## config.mk

```make
export PLATFORM = sky130hd
export DESIGN_NAME = stopwatch_ctrl
export DESIGN_NICKNAME = d
export VERILOG_FILES = /design/src/rtl/stopwatch_ctrl.sv
export SDC_FILE = /design/constraint.sdc
export NUM_CORES = 1
export LEC_CHECK = 0
export ABC_AREA = 1
export BUFFER_PORTS_ARGS = -buffer_cell sky130_fd_sc_hd__buf_2
export CAP_MARGIN = 25
export CORE_ASPECT_RATIO = 1.25
export CORE_MARGIN = 1.5
export CORE_UTILIZATION = 42
export DETAILED_ROUTE_END_ITERATION = 10
export GPL_ROUTABILITY_DRIVEN = 1
export HOLD_SLACK_MARGIN = 0.1
export MAX_ROUTING_LAYER = met4
export SYNTH_ARGS = -nofsm -noshare
export SYNTH_HDL_FRONTEND = slang
export SYNTH_SLANG_ARGS = --single-unit
```

## constraint.sdc

```tcl
create_clock -name clk_i -period 4.1 [get_ports clk_i]
set_input_delay 1.23 -clock clk_i [delete_from_list [all_inputs] [get_ports clk_i]]
set_output_delay 1.23 -clock clk_i [all_outputs]
set_load 0.005 [all_outputs]
```

## src/rtl/stopwatch_ctrl.sv

```systemverilog
// Stopwatch controller: run/pause/halt sequencing, tick prescaler and lap capture
// for an external two-digit BCD counter.
module stopwatch_ctrl #(
    parameter int unsigned TICK_DIV    = 12000000,
    parameter int unsigned STOP_AT_MAX = 0
) (
    input  logic       clk_i,
    input  logic       rst_ni,
    input  logic       start_stop_i,
    input  logic       clear_i,
    input  logic       lap_i,
    input  logic [3:0] digit_1_i,
    input  logic [3:0] digit_10_i,
    input  logic       carry_i,
    output logic       count_en_o,
    output logic       cnt_reset_o,
    output logic       running_o,
    output logic [3:0] lap_1_o,
    output logic [3:0] lap_10_o,
    output logic       lap_valid_o,
    output logic       overflow_o
);

    typedef enum logic [2:0] {
        StClear,
        StIdle,
        StRun,
        StPause,
        StHalt
    } state_e;

    localparam logic [23:0] PrescMax = 24'(TICK_DIV - 1);
    localparam bit          HaltAtMax = (STOP_AT_MAX != 0);

    state_e      state_q, state_d;
    logic [23:0] presc_q, presc_d;
    logic        count_en_q, count_en_d;
    logic        cnt_reset_q, cnt_reset_d;
    logic        running_q, running_d;
    logic [3:0]  lap_1_q, lap_1_d;
    logic [3:0]  lap_10_q, lap_10_d;
    logic        lap_valid_q, lap_valid_d;
    logic        overflow_q, overflow_d;

    logic wrap;
    logic at_max;
    logic lap_take;

    assign wrap     = (presc_q == PrescMax);
    assign at_max   = (digit_10_i == 4'd9) && (digit_1_i == 4'd9);
    assign lap_take = lap_i && !clear_i && ((state_q == StRun) || (state_q == StPause));

    always_comb begin
        state_d     = state_q;
        presc_d     = presc_q;
        count_en_d  = 1'b0;
        overflow_d  = overflow_q;
        lap_1_d     = lap_1_q;
        lap_10_d    = lap_10_q;
        lap_valid_d = 1'b0;

        if (clear_i) begin
            state_d    = StClear;
            presc_d    = '0;
            overflow_d = 1'b0;
            lap_1_d    = '0;
            lap_10_d   = '0;
        end else begin
            case (state_q)
                StClear: begin
                    state_d  = StIdle;
                    presc_d  = '0;
                    lap_1_d  = '0;
                    lap_10_d = '0;
                end
                StIdle: begin
                    presc_d = '0;
                    if (start_stop_i) begin
                        state_d = StRun;
                    end
                end
                StRun: begin
                    presc_d = wrap ? '0 : presc_q + 24'd1;
                    if (!HaltAtMax && carry_i) begin
                        overflow_d = 1'b1;
                    end
                    // Reaching 99 takes priority over a pause request in the same cycle.
                    if (wrap && HaltAtMax && at_max) begin
                        state_d = StHalt;
                    end else if (start_stop_i) begin
                        state_d = StPause;
                    end else begin
                        count_en_d = wrap;
                    end
                end
                StPause: begin
                    if (start_stop_i) begin
                        state_d = StRun;
                    end
                end
                StHalt: begin
                    state_d = StHalt;
                end
                default: begin
                    state_d = StClear;
                end
            endcase

            if (lap_take) begin
                lap_1_d     = digit_1_i;
                lap_10_d    = digit_10_i;
                lap_valid_d = 1'b1;
            end
        end

        cnt_reset_d = (state_d == StClear);
        running_d   = (state_d == StRun);
    end

    always_ff @(posedge clk_i or negedge rst_ni) begin
        if (!rst_ni) begin
            state_q     <= StClear;
            presc_q     <= '0;
            count_en_q  <= 1'b0;
            cnt_reset_q <= 1'b1;
            running_q   <= 1'b0;
            lap_1_q     <= '0;
            lap_10_q    <= '0;
            lap_valid_q <= 1'b0;
            overflow_q  <= 1'b0;
        end else begin
            state_q     <= state_d;
            presc_q     <= presc_d;
            count_en_q  <= count_en_d;
            cnt_reset_q <= cnt_reset_d;
            running_q   <= running_d;
            lap_1_q     <= lap_1_d;
            lap_10_q    <= lap_10_d;
            lap_valid_q <= lap_valid_d;
            overflow_q  <= overflow_d;
        end
    end

    assign count_en_o  = count_en_q;
    assign cnt_reset_o = cnt_reset_q;
    assign running_o   = running_q;
    assign lap_1_o     = lap_1_q;
    assign lap_10_o    = lap_10_q;
    assign lap_valid_o = lap_valid_q;
    assign overflow_o  = overflow_q;

endmodule
```

== After elaboration in Yosys (flattened, before gate mapping) ==
Index checks and enable logic that the tools add are counted.

* Add/sub/neg operators: 1
* Eq/ne operators: 6
* Multiplexer cells: 20
* Reduce and logical (&&, ||, !) cells: 13

{| class="wikitable"
|+ Operators by type and width
! cell !! number
|-
| $mux W24 || 2
|-
| $pmux W24 S2 || 1
|-
| $add A24 B1 Y24 const B || 1
|-
| $eq A24 B24 Y1 const B || 1
|-
| $mux W4 || 5
|-
| $pmux W3 S4 || 1
|-
| $eq A3 B2 Y1 const B || 3
|-
| $mux W3 || 3
|-
| $mux W1 || 8
|-
| $logic_not A3 Y1 || 2
|-
| $reduce_bool A3 Y1 || 2
|-
| $reduce_bool A2 Y1 || 2
|-
| $reduce_or A2 Y1 || 2
|-
| $eq A3 B1 Y1 const B || 1
|-
| $eq A3 B3 Y1 const B || 1
|-
| $logic_and A1 B1 Y1 || 2
|-
| $reduce_and A2 Y1 || 1
|-
| $logic_not A1 Y1 || 1
|-
| $logic_or A1 B1 Y1 || 1
|}

* Register bits after elaboration: 40
* Bits of input ports: 14
* Output and inout port bits: 13
* Logic and storage cells: 49

== Longest topological paths before layout ==
Gate-level depths: netlist of run 1.

* Depth after elaboration: 5
* Gate-level depth with buffers: 10
* Mapped depth without buffers: 10

== Worst setup path after synthesis of run 1 ==
OpenSTA, ideal clock, no wires.

* Kind: input port to flip-flop
* From: input port clear_i
* To: register presc_q[5]
* Library setup time: 0.071 ns
* Arrival time: 1.974 ns
* Required time: 4.029 ns
* Path slack: 2.055 ns
* Cell stages on the path: 8
* Path buffers: 1
* Cell sequence: nor2_2 -> inv_2 -> nor2_2 -> nand2_2 -> nand2_4 -> inv_2 -> buf_6 -> nor2_1

* Cells in the longest elaborated chain, start to end: 1
* Elaborated cells between the ends (all ways): 2
* Classes of those cells: mux (1); reduce/logical (1)

{| class="wikitable"
|+ RTL lines
! item !! line !! source
|-
| from (decl) || 10 || <nowiki>input logic clear_i,</nowiki>
|-
| $reduce_bool A3 Y1 (no source line) or $mux W24 (tied branches) || -- ||
|-
| to (signal assigned) || 133 || <nowiki>presc_q <= presc_d;</nowiki>
|-
| to (decl) || 36 || <nowiki>logic [23:0] presc_q, presc_d;</nowiki>
|}

Several ways; a longest one is shown, not always the timed one.
A chain may end at the register's enable or synchronous reset.

== Worst setup path in the final report of run 1 ==
* From: register cnt_reset_q, in the netlist cnt_reset_o
* To: output port cnt_reset_o

{| class="wikitable"
|+ RTL lines
! item !! line !! source
|-
| from (decl) || 38 || <nowiki>logic cnt_reset_q, cnt_reset_d;</nowiki>
|-
| from (signal assigned) || 135 || <nowiki>cnt_reset_q <= cnt_reset_d;</nowiki>
|-
| to (decl) || 16 || <nowiki>output logic cnt_reset_o,</nowiki>
|}

No word-level cell between the ends.

==> flow_metrics.env, run 1 <==
export IMPL_cp_slowest_stage_delay_ps=520
export IMPL_p_leak_nw=1.15
export IMPL_htree_levels=2
export IMPL_cts_num_sinks=40
export IMPL_vias=1909
export IMPL_switchingPower_uw=173
export IMPL_final_common_cell="nand2_1"
export IMPL_place_gp_congestion=0.874
export IMPL_grt_busiest_layer="met2"
export IMPL_grt_max_degree=41
export IMPL_core_rowCount=28
export IMPL_seq_area_um2=1000
export IMPL_drv_cap=0
export IMPL_powerDensity_nw_per_um2=335
export IMPL_dieArea_um2=5570
export IMPL_cts_buffer_depth=2
export IMPL_place_hpwl_um=3650
export IMPL_antenna_found_initial=0
export IMPL_start_kind="flip-flop"
export IMPL_routed_wl_um=4740
export IMPL_path_buf_inv=1
export IMPL_clockRootBuffer="clkbuf_8"
export IMPL_required_ps=2870
export IMPL_reg2reg_from="presc_q[0]"
export IMPL_hold_path_class="reg -> reg"
export IMPL_grt_pass1_wl_um=8440
export IMPL_avgRoutedWirePerCell_um=12.2
export IMPL_hold_viol=0
export IMPL_synth_area_um2=2150
export IMPL_ys_seq_area_share_pct=46.5
export IMPL_async_flop_share_pct=100
export IMPL_synth_seq_cells=40
export IMPL_r2r_cells=8
export IMPL_gr_usage_met2_pct=32.6
export IMPL_timing_fmax_ghz=0.465
export IMPL_multiInputGateArea_um2=971
export IMPL_setup_viol_count_final=0
export IMPL_cts_setup_buffers=0
export IMPL_drtIter0Drc=139
export IMPL_critPathMaxFanout=1
export IMPL_synthesis_nets=313
export IMPL_die_x_um=67.0
export IMPL_yosysWarnings=0
export IMPL_relSlewSlack_pct=41.2
export IMPL_worstPathCellList="buf_2"
export IMPL_diodes=0
export IMPL_drv_slew=0
export IMPL_grt_pass1_vias=1844
export IMPL_drcViolationCount=0
export IMPL_dpl_cell_count=382
export IMPL_final_nets=344
export IMPL_hold_buffers=0
export IMPL_port_buffers=26
export IMPL_syn_avg_cell_area_um2=7.23
export IMPL_final_cell_mix="nand2_1 (84), nor2_1 (59), dfrtp_1 (39), inv_1 (33), buf_2 (26)"
export IMPL_sequentialPowerShare_pct=48.7
export IMPL_skew_ps=5.41
export IMPL_syn_to_final_growth_pct=14.8
export IMPL_rsz0062_at_grt="no"
export IMPL_vias_per_cell=4.89
export IMPL_use_met3_pct=3.93
export IMPL_cts_inserted_buffers=5
export IMPL_p_clk_share_pct=46.6
export IMPL_end_kind="output port"
export IMPL_r2r_slack_ps=2400
export IMPL_io_pins=27
export IMPL_grt_usage_pct=20.1
export IMPL_critical_path_class="reg -> out"
export IMPL_fin_cells=390
export IMPL_core_area_um2=4830
export IMPL_fin_setup_tns_ps=0
export IMPL_die_h_um=83.1
export IMPL_clk_latency_ps=300
export IMPL_r2r_end="presc_q[22]"
export IMPL_whs_endpoint="presc_q[1]"
export IMPL_finalCritPeriodShare_pct=52.5
export IMPL_synth_ff_type="dfrtp_1"
export IMPL_slowest_stage="dfstp_2"
export IMPL_synthCells=298
export IMPL_vdd_drop_max_mv=0.172
export IMPL_hold_start="presc_q[1]"
export IMPL_fill_cells=493
export IMPL_hold_path_cell_count=2
export IMPL_grtUsageMet1_pct=24.7
export IMPL_fin_crit_ps=2150
export IMPL_cts_tree="yes"
export IMPL_clkSlewWorstSetupHoldPaths_ps=80
export IMPL_comb_power_share_pct=4.7
export IMPL_worst_slew_pin_slew_ps=882
export IMPL_crit_arrival_ps=920
export IMPL_cts_resized=0
export IMPL_p_sw_share_pct=20.9
export IMPL_synth_cell_type_count=28
export IMPL_cpLargestDelayFamily="flip-flops"
export IMPL_drt_pass1_iterations=4
export IMPL_grt_ovfl_total=0
export IMPL_initial_core_util_pct=44.5
export IMPL_drive_above_1_share_pct=15.5
export IMPL_synth_edff_count=0
export IMPL_drt_antenna_violating_nets=0
export IMPL_status="finished clean"
export IMPL_internal_power_uw=656
synth_stat cells (3+ instances only):
library cell   n  area, um2
xor2_1         5       43.8
o21ai_1        4       20.0
o21ai_0       12       60.1
inv_1         33        124
nand4_1        6       37.5
nand3_1       17       85.1
nor2_1        59        221
nor3_1         4       20.0
inv_2          7       26.3
nand2_1       84        315
dfrtp_1       39        976
nor2_2         6       37.5
clkinv_1       3       11.3
flip-flops by register name, summed over array words and instances (netlist names):
signal       count
running_o        1
lap_valid_o      1
presc_q         24
overflow_o       1
state_q          3
lap_10_o         4
cnt_reset_o      1
lap_1_o          4
count_en_o       1
worst register-to-register path, stage by stage (launching register included):
cell and delay [ps]:
dfrtp_1 420, ha_1 210, nand3_1 120, nor2_2 200, nand3_1 140, nand2_2 120
nand2_4 100, inv_2 210, nor2_1 80
cells by family after synthesis:
| logic type | after synthesis | share of synthesized area (%) |
|---|---|---|
| AND/OR/NAND/NOR | 185 | 36.6 |
| buffers and inverters | 45 | 8.37 |
| flip-flops | 40 | 46.5 |
| AO/OA/AOI/OAI | 20 | 5.06 |
| XOR/XNOR | 7 | 2.85 |
| adder cells (fa/ha/maj) | 1 | 0.581 |
layout make-up:
class | count | share of cell area, %
timing repair buffer | 26 | 5.26
multi-input combinational | 213 | 39.3
sequential | 40 | 40.5
clock buffer | 6 | 2.94
tap | 60 | 3.04
inverter | 43 | 6.53
clock inverter | 2 | 2.43
power by group through the flow:
stage               registers [mW]  clock network (mW)  logic [mW]
floorplan                    0.411                   0      0.0185
global placement             0.411                   0      0.0409
detailed placement           0.411                   0      0.0411
CTS                          0.403               0.394      0.0411
global route                 0.404               0.409      0.0462
finish                       0.403               0.387      0.0392
per-layer routing:
metal	share of wire, %	wire, um	up-vias
met5	0	0	-
li1	-	-	980
met4	2.1	99	0
met3	5.4	254	8
met1	42	1990	868
met2	51	2400	53
stage by stage:
step	total power, mW	hold WS (ps)	utilization [%]	setup slack, ps	area [um2]
finish	0.829	514	51.1	1950	2470
global route	0.859	552	51.1	1930	2470
CTS	0.839	523	51.1	1940	2470
detailed placement	0.452	494	48.4	1730	2340
global placement	0.452	500	48.4	1750	2340
floorplan	0.429	475	-	2050	2150
worst max-delay path by stage:
stage,start,endpoint,slack [ps],cells after the start
after floorplan,clear_i,presc_q[5],2050,8
final,cnt_reset_o,cnt_reset_o,1950,1
after CTS,cnt_reset_o,cnt_reset_o,1940,1
after detailed placement,clear_i,presc_q[12],1730,8
after global placement,clear_i,presc_q[22],1750,8
after global routing,cnt_reset_o,cnt_reset_o,1930,1
Note: power is estimated with default switching activity, not from simulation.
==> inputs of run 2 (changes only) <==
- ABC_AREA: 1 -> 0
- clock period: 4.1 -> 1.8 ns (I/O delays scaled with it)
==> run 2 against run 1 <==
Register-to-register slack got worse by 2400 ps. Largest cell class unchanged. Area after synthesis fell by 7.7%. Worst setup slack worse by 2000 ps. Utilization is 6.5 points higher. Power increased by 100%. Critical endpoint is now presc_q[21]. Clock-buffer cell count rose by 1. Hold slack worse by 230 ps. The run now ends with setup timing left. Non-clock buffer count rose by 39. Critical path depth up 5. First-iteration DRC count decreased by 51%.
==> flow_metrics.env, run 2 <==
export IMPL_status="finished, violations left"
export IMPL_failed_checks="setup timing"
export IMPL_synth_seq_cells=40
export IMPL_synthesis_nets=213
export IMPL_end_kind="flip-flop"
export IMPL_drt_pass1_iterations=4
export IMPL_start_kind="flip-flop"
export IMPL_netlist_top_cells_count="dfrtp_1 (39), nand2_1 (24), nor2_1 (13)"
export IMPL_layout_setup_ws_ps=-5.94
export IMPL_reg2reg_from="presc_q[0]"
export IMPL_comb_power_share_pct=8.0
export IMPL_p_sw_share_pct=23.2
export IMPL_largest_reg_flops=24
export IMPL_hold_path_class="in -> async"
export IMPL_dieArea_um2=5160
export IMPL_final_cell_mix="buf_4 (39), dfrtp_1 (38), buf_2 (26), nand2_1 (24)"
export IMPL_synthCells=198
export IMPL_cts_num_sinks=40
export IMPL_drv_cap=0
export IMPL_clockRootBuffer="clkbuf_8"
export IMPL_post_place_ws_ps=-97.1
export IMPL_skew_ps=9.20
export IMPL_hold_viol=0
export IMPL_final_common_cell="buf_4"
export IMPL_setup_viol_count_final=2
export IMPL_initial_core_util_pct=44.2
export IMPL_diodes=0
export IMPL_worst_slew_pin_slew_ps=503
export IMPL_core_area_um2=4490
export IMPL_port_buffers=26
export IMPL_final_nets=275
export IMPL_syn_to_final_growth_pct=30.3
export IMPL_vdd_drop_max_mv=0.382
export IMPL_antenna_found_initial=0
export IMPL_r2r_end="presc_q[21]"
export IMPL_grt_pass1_vias=1884
export IMPL_vias=1803
export IMPL_cts_tree="yes"
export IMPL_sequentialPowerShare_pct=55.2
export IMPL_r2r_slack_ps=-6
export IMPL_place_gp_congestion=0.863
export IMPL_synth_area_top_cells="dfrtp_1 (49%), a22o_1 (5.3%), nand2_1 (4.5%), o21ai_0 (3.0%), a31oi_1 (2.8%)"
export IMPL_io_pins=27
export IMPL_core_rowCount=27
export IMPL_drv_slew=0
export IMPL_fill_cells=410
export IMPL_vias_per_cell=5.65
export IMPL_clk_latency_ps=290
export IMPL_rsz0062_at_grt="yes"
export IMPL_drive_above_1_share_pct=36.8
export IMPL_cts_buffer_depth=2
export IMPL_required_ps=1980
export IMPL_critical_path_class="reg -> reg"
export IMPL_yosysTopAreaCellShare_pct=49.1
export IMPL_grt_ovfl_total=0
export IMPL_grt_pass1_wl_um=8230
export IMPL_hold_buffers=0
export IMPL_cpLargestDelayFamily="simple AND/OR/NAND/NOR gates"
export IMPL_relSlewSlack_pct=66.5
export IMPL_synth_ff_type="dfrtp_1"
export IMPL_synth_largest_area_cell="dfrtp_1"
export IMPL_drcViolationCount=0
export IMPL_die_x_um=64.5
export IMPL_yosysWarnings=0
export IMPL_switchingPower_uw=388
export IMPL_htree_levels=2
export IMPL_slowest_stage="or4_4"
export IMPL_grt_max_degree=41
export IMPL_synth_cell_type_count=41
export IMPL_path_buf_inv=1
export IMPL_drt_antenna_violating_nets=0
export IMPL_top_register="presc_q"
export IMPL_p_clk_share_pct=36.8
export IMPL_finalCritPeriodShare_pct=100
export IMPL_p_leak_nw=1.19
export IMPL_grt_usage_pct=21.4
export IMPL_place_hpwl_um=3600
export IMPL_avgRoutedWirePerCell_um=15.3
export IMPL_drtIter0Drc=68
export IMPL_timing_fmax_ghz=0.554
export IMPL_async_flop_share_pct=100
export IMPL_fin_crit_ps=1810
export IMPL_routed_wl_um=4890
export IMPL_powerDensity_nw_per_um2=646
export IMPL_ys_seq_area_share_pct=50.4
export IMPL_whs_ps=284
export IMPL_cts_inserted_buffers=5
export IMPL_cp_slowest_stage_delay_ps=630
export IMPL_synth_edff_count=0
export IMPL_synth_area_um2=1990
export IMPL_syn_avg_cell_area_um2=10.0
export IMPL_die_h_um=79.9
export IMPL_worstPathCellList="buf_4 -> nand3_2 -> or4_4 -> nor4_4 -> xnor2_1 -> nor2_1"
export IMPL_clkSlewWorstSetupHoldPaths_ps=80
export IMPL_internal_power_mw=1.28
export IMPL_crit_arrival_ps=1990
export IMPL_critPathMaxFanout=8
export IMPL_r2r_cells=6
export IMPL_synth_most_common_cell="dfrtp_1"
## run 2: changes by cell type after synthesis, sizes merged, moves of 6 or more
cell / change
inv: -36
nand3: -6
nand2: -63
nor3: +7
a31oi: +9
a22o: +11
nor2: -51
## run 2: worst max-delay path by stage
stage | startpoint | to | slack, ps | depth (start not counted)
floorplan | clear_i | presc_q[16] | 10 | 4
global placement | clear_i | presc_q[16] | -70 | 5
detailed placement | clear_i | presc_q[16] | -100 | 5
CTS | presc_q[0] | presc_q[23] | 4 | 6
global route | presc_q[0] | presc_q[21] | -100 | 6
finish | presc_q[0] | presc_q[21] | -6 | 6
## run 2: cell families (layout without fill, tap and decap cells)
family	after synthesis	after routing	share of synthesized area, %
AND/OR/NAND/NOR	87	87	25.7
AO/OA/AOI/OAI	51	51	17.7
flip-flops	40	40	50.4
buffers and inverters	14	77	3.34
XOR/XNOR	5	5	2.20
adder cells (fa/ha/maj)	1	1	0.630
## run 2: timing repair
item	4_1_cts	5_1_grt
resized for setup	4	9
endpoints found under the hold margin	0	0
endpoints found under the setup margin	9	13
setup buffers	0	2
pin swaps	3	2
cloned	0	0
## run 2: power by group through the flow
stage / clock (mW) / sequential, mW / combinational (mW)
6_report: 0.616 / 0.923 / 0.134
3_3_place_gp: 0 / 0.939 / 0.128
4_1_cts: 0.638 / 0.922 / 0.134
5_1_grt: 0.687 / 0.925 / 0.149
2_1_floorplan: 0 / 0.944 / 0.0478
3_5_place_dp: 0 / 0.940 / 0.133
## run 2: cell type report
type	instances	area (um2)	area share (%)
sequential	40	1000	38.8
timing repair buffer	65	423	16.3
tap	58	72.6	2.80
clock buffer	7	86.3	3.33
clock inverter	1	7.51	0.290
multi-input combinational	144	981	37.9
inverter	4	15.0	0.580
## run 2: per-layer routing
metal | up-vias | wire length, um | track usage (%)
met2 | 48 | 2610 | 39.4
met4 | 0 | 127 | 8.94
met3 | 14 | 174 | 4.09
met5 | - | 0 | -
li1 | 860 | - | -
met1 | 881 | 1970 | 22.2
## run 2: stage by stage
stage / cells / utilization [%] / setup TNS [ps] / instance area (um2) / power (mW)
6_report: 319 / 57.6 / -7.51 / 2590 / 1.67
5_1_grt: 319 / 57.6 / -438 / 2590 / 1.76
4_1_cts: 317 / 56.3 / 0 / 2530 / 1.69
3_5_place_dp: 309 / 53.9 / -712 / 2420 / 1.07
3_3_place_gp: 309 / 53.9 / -135 / 2420 / 1.07
2_1_floorplan: 198 / - / 0 / 1990 / 0.991
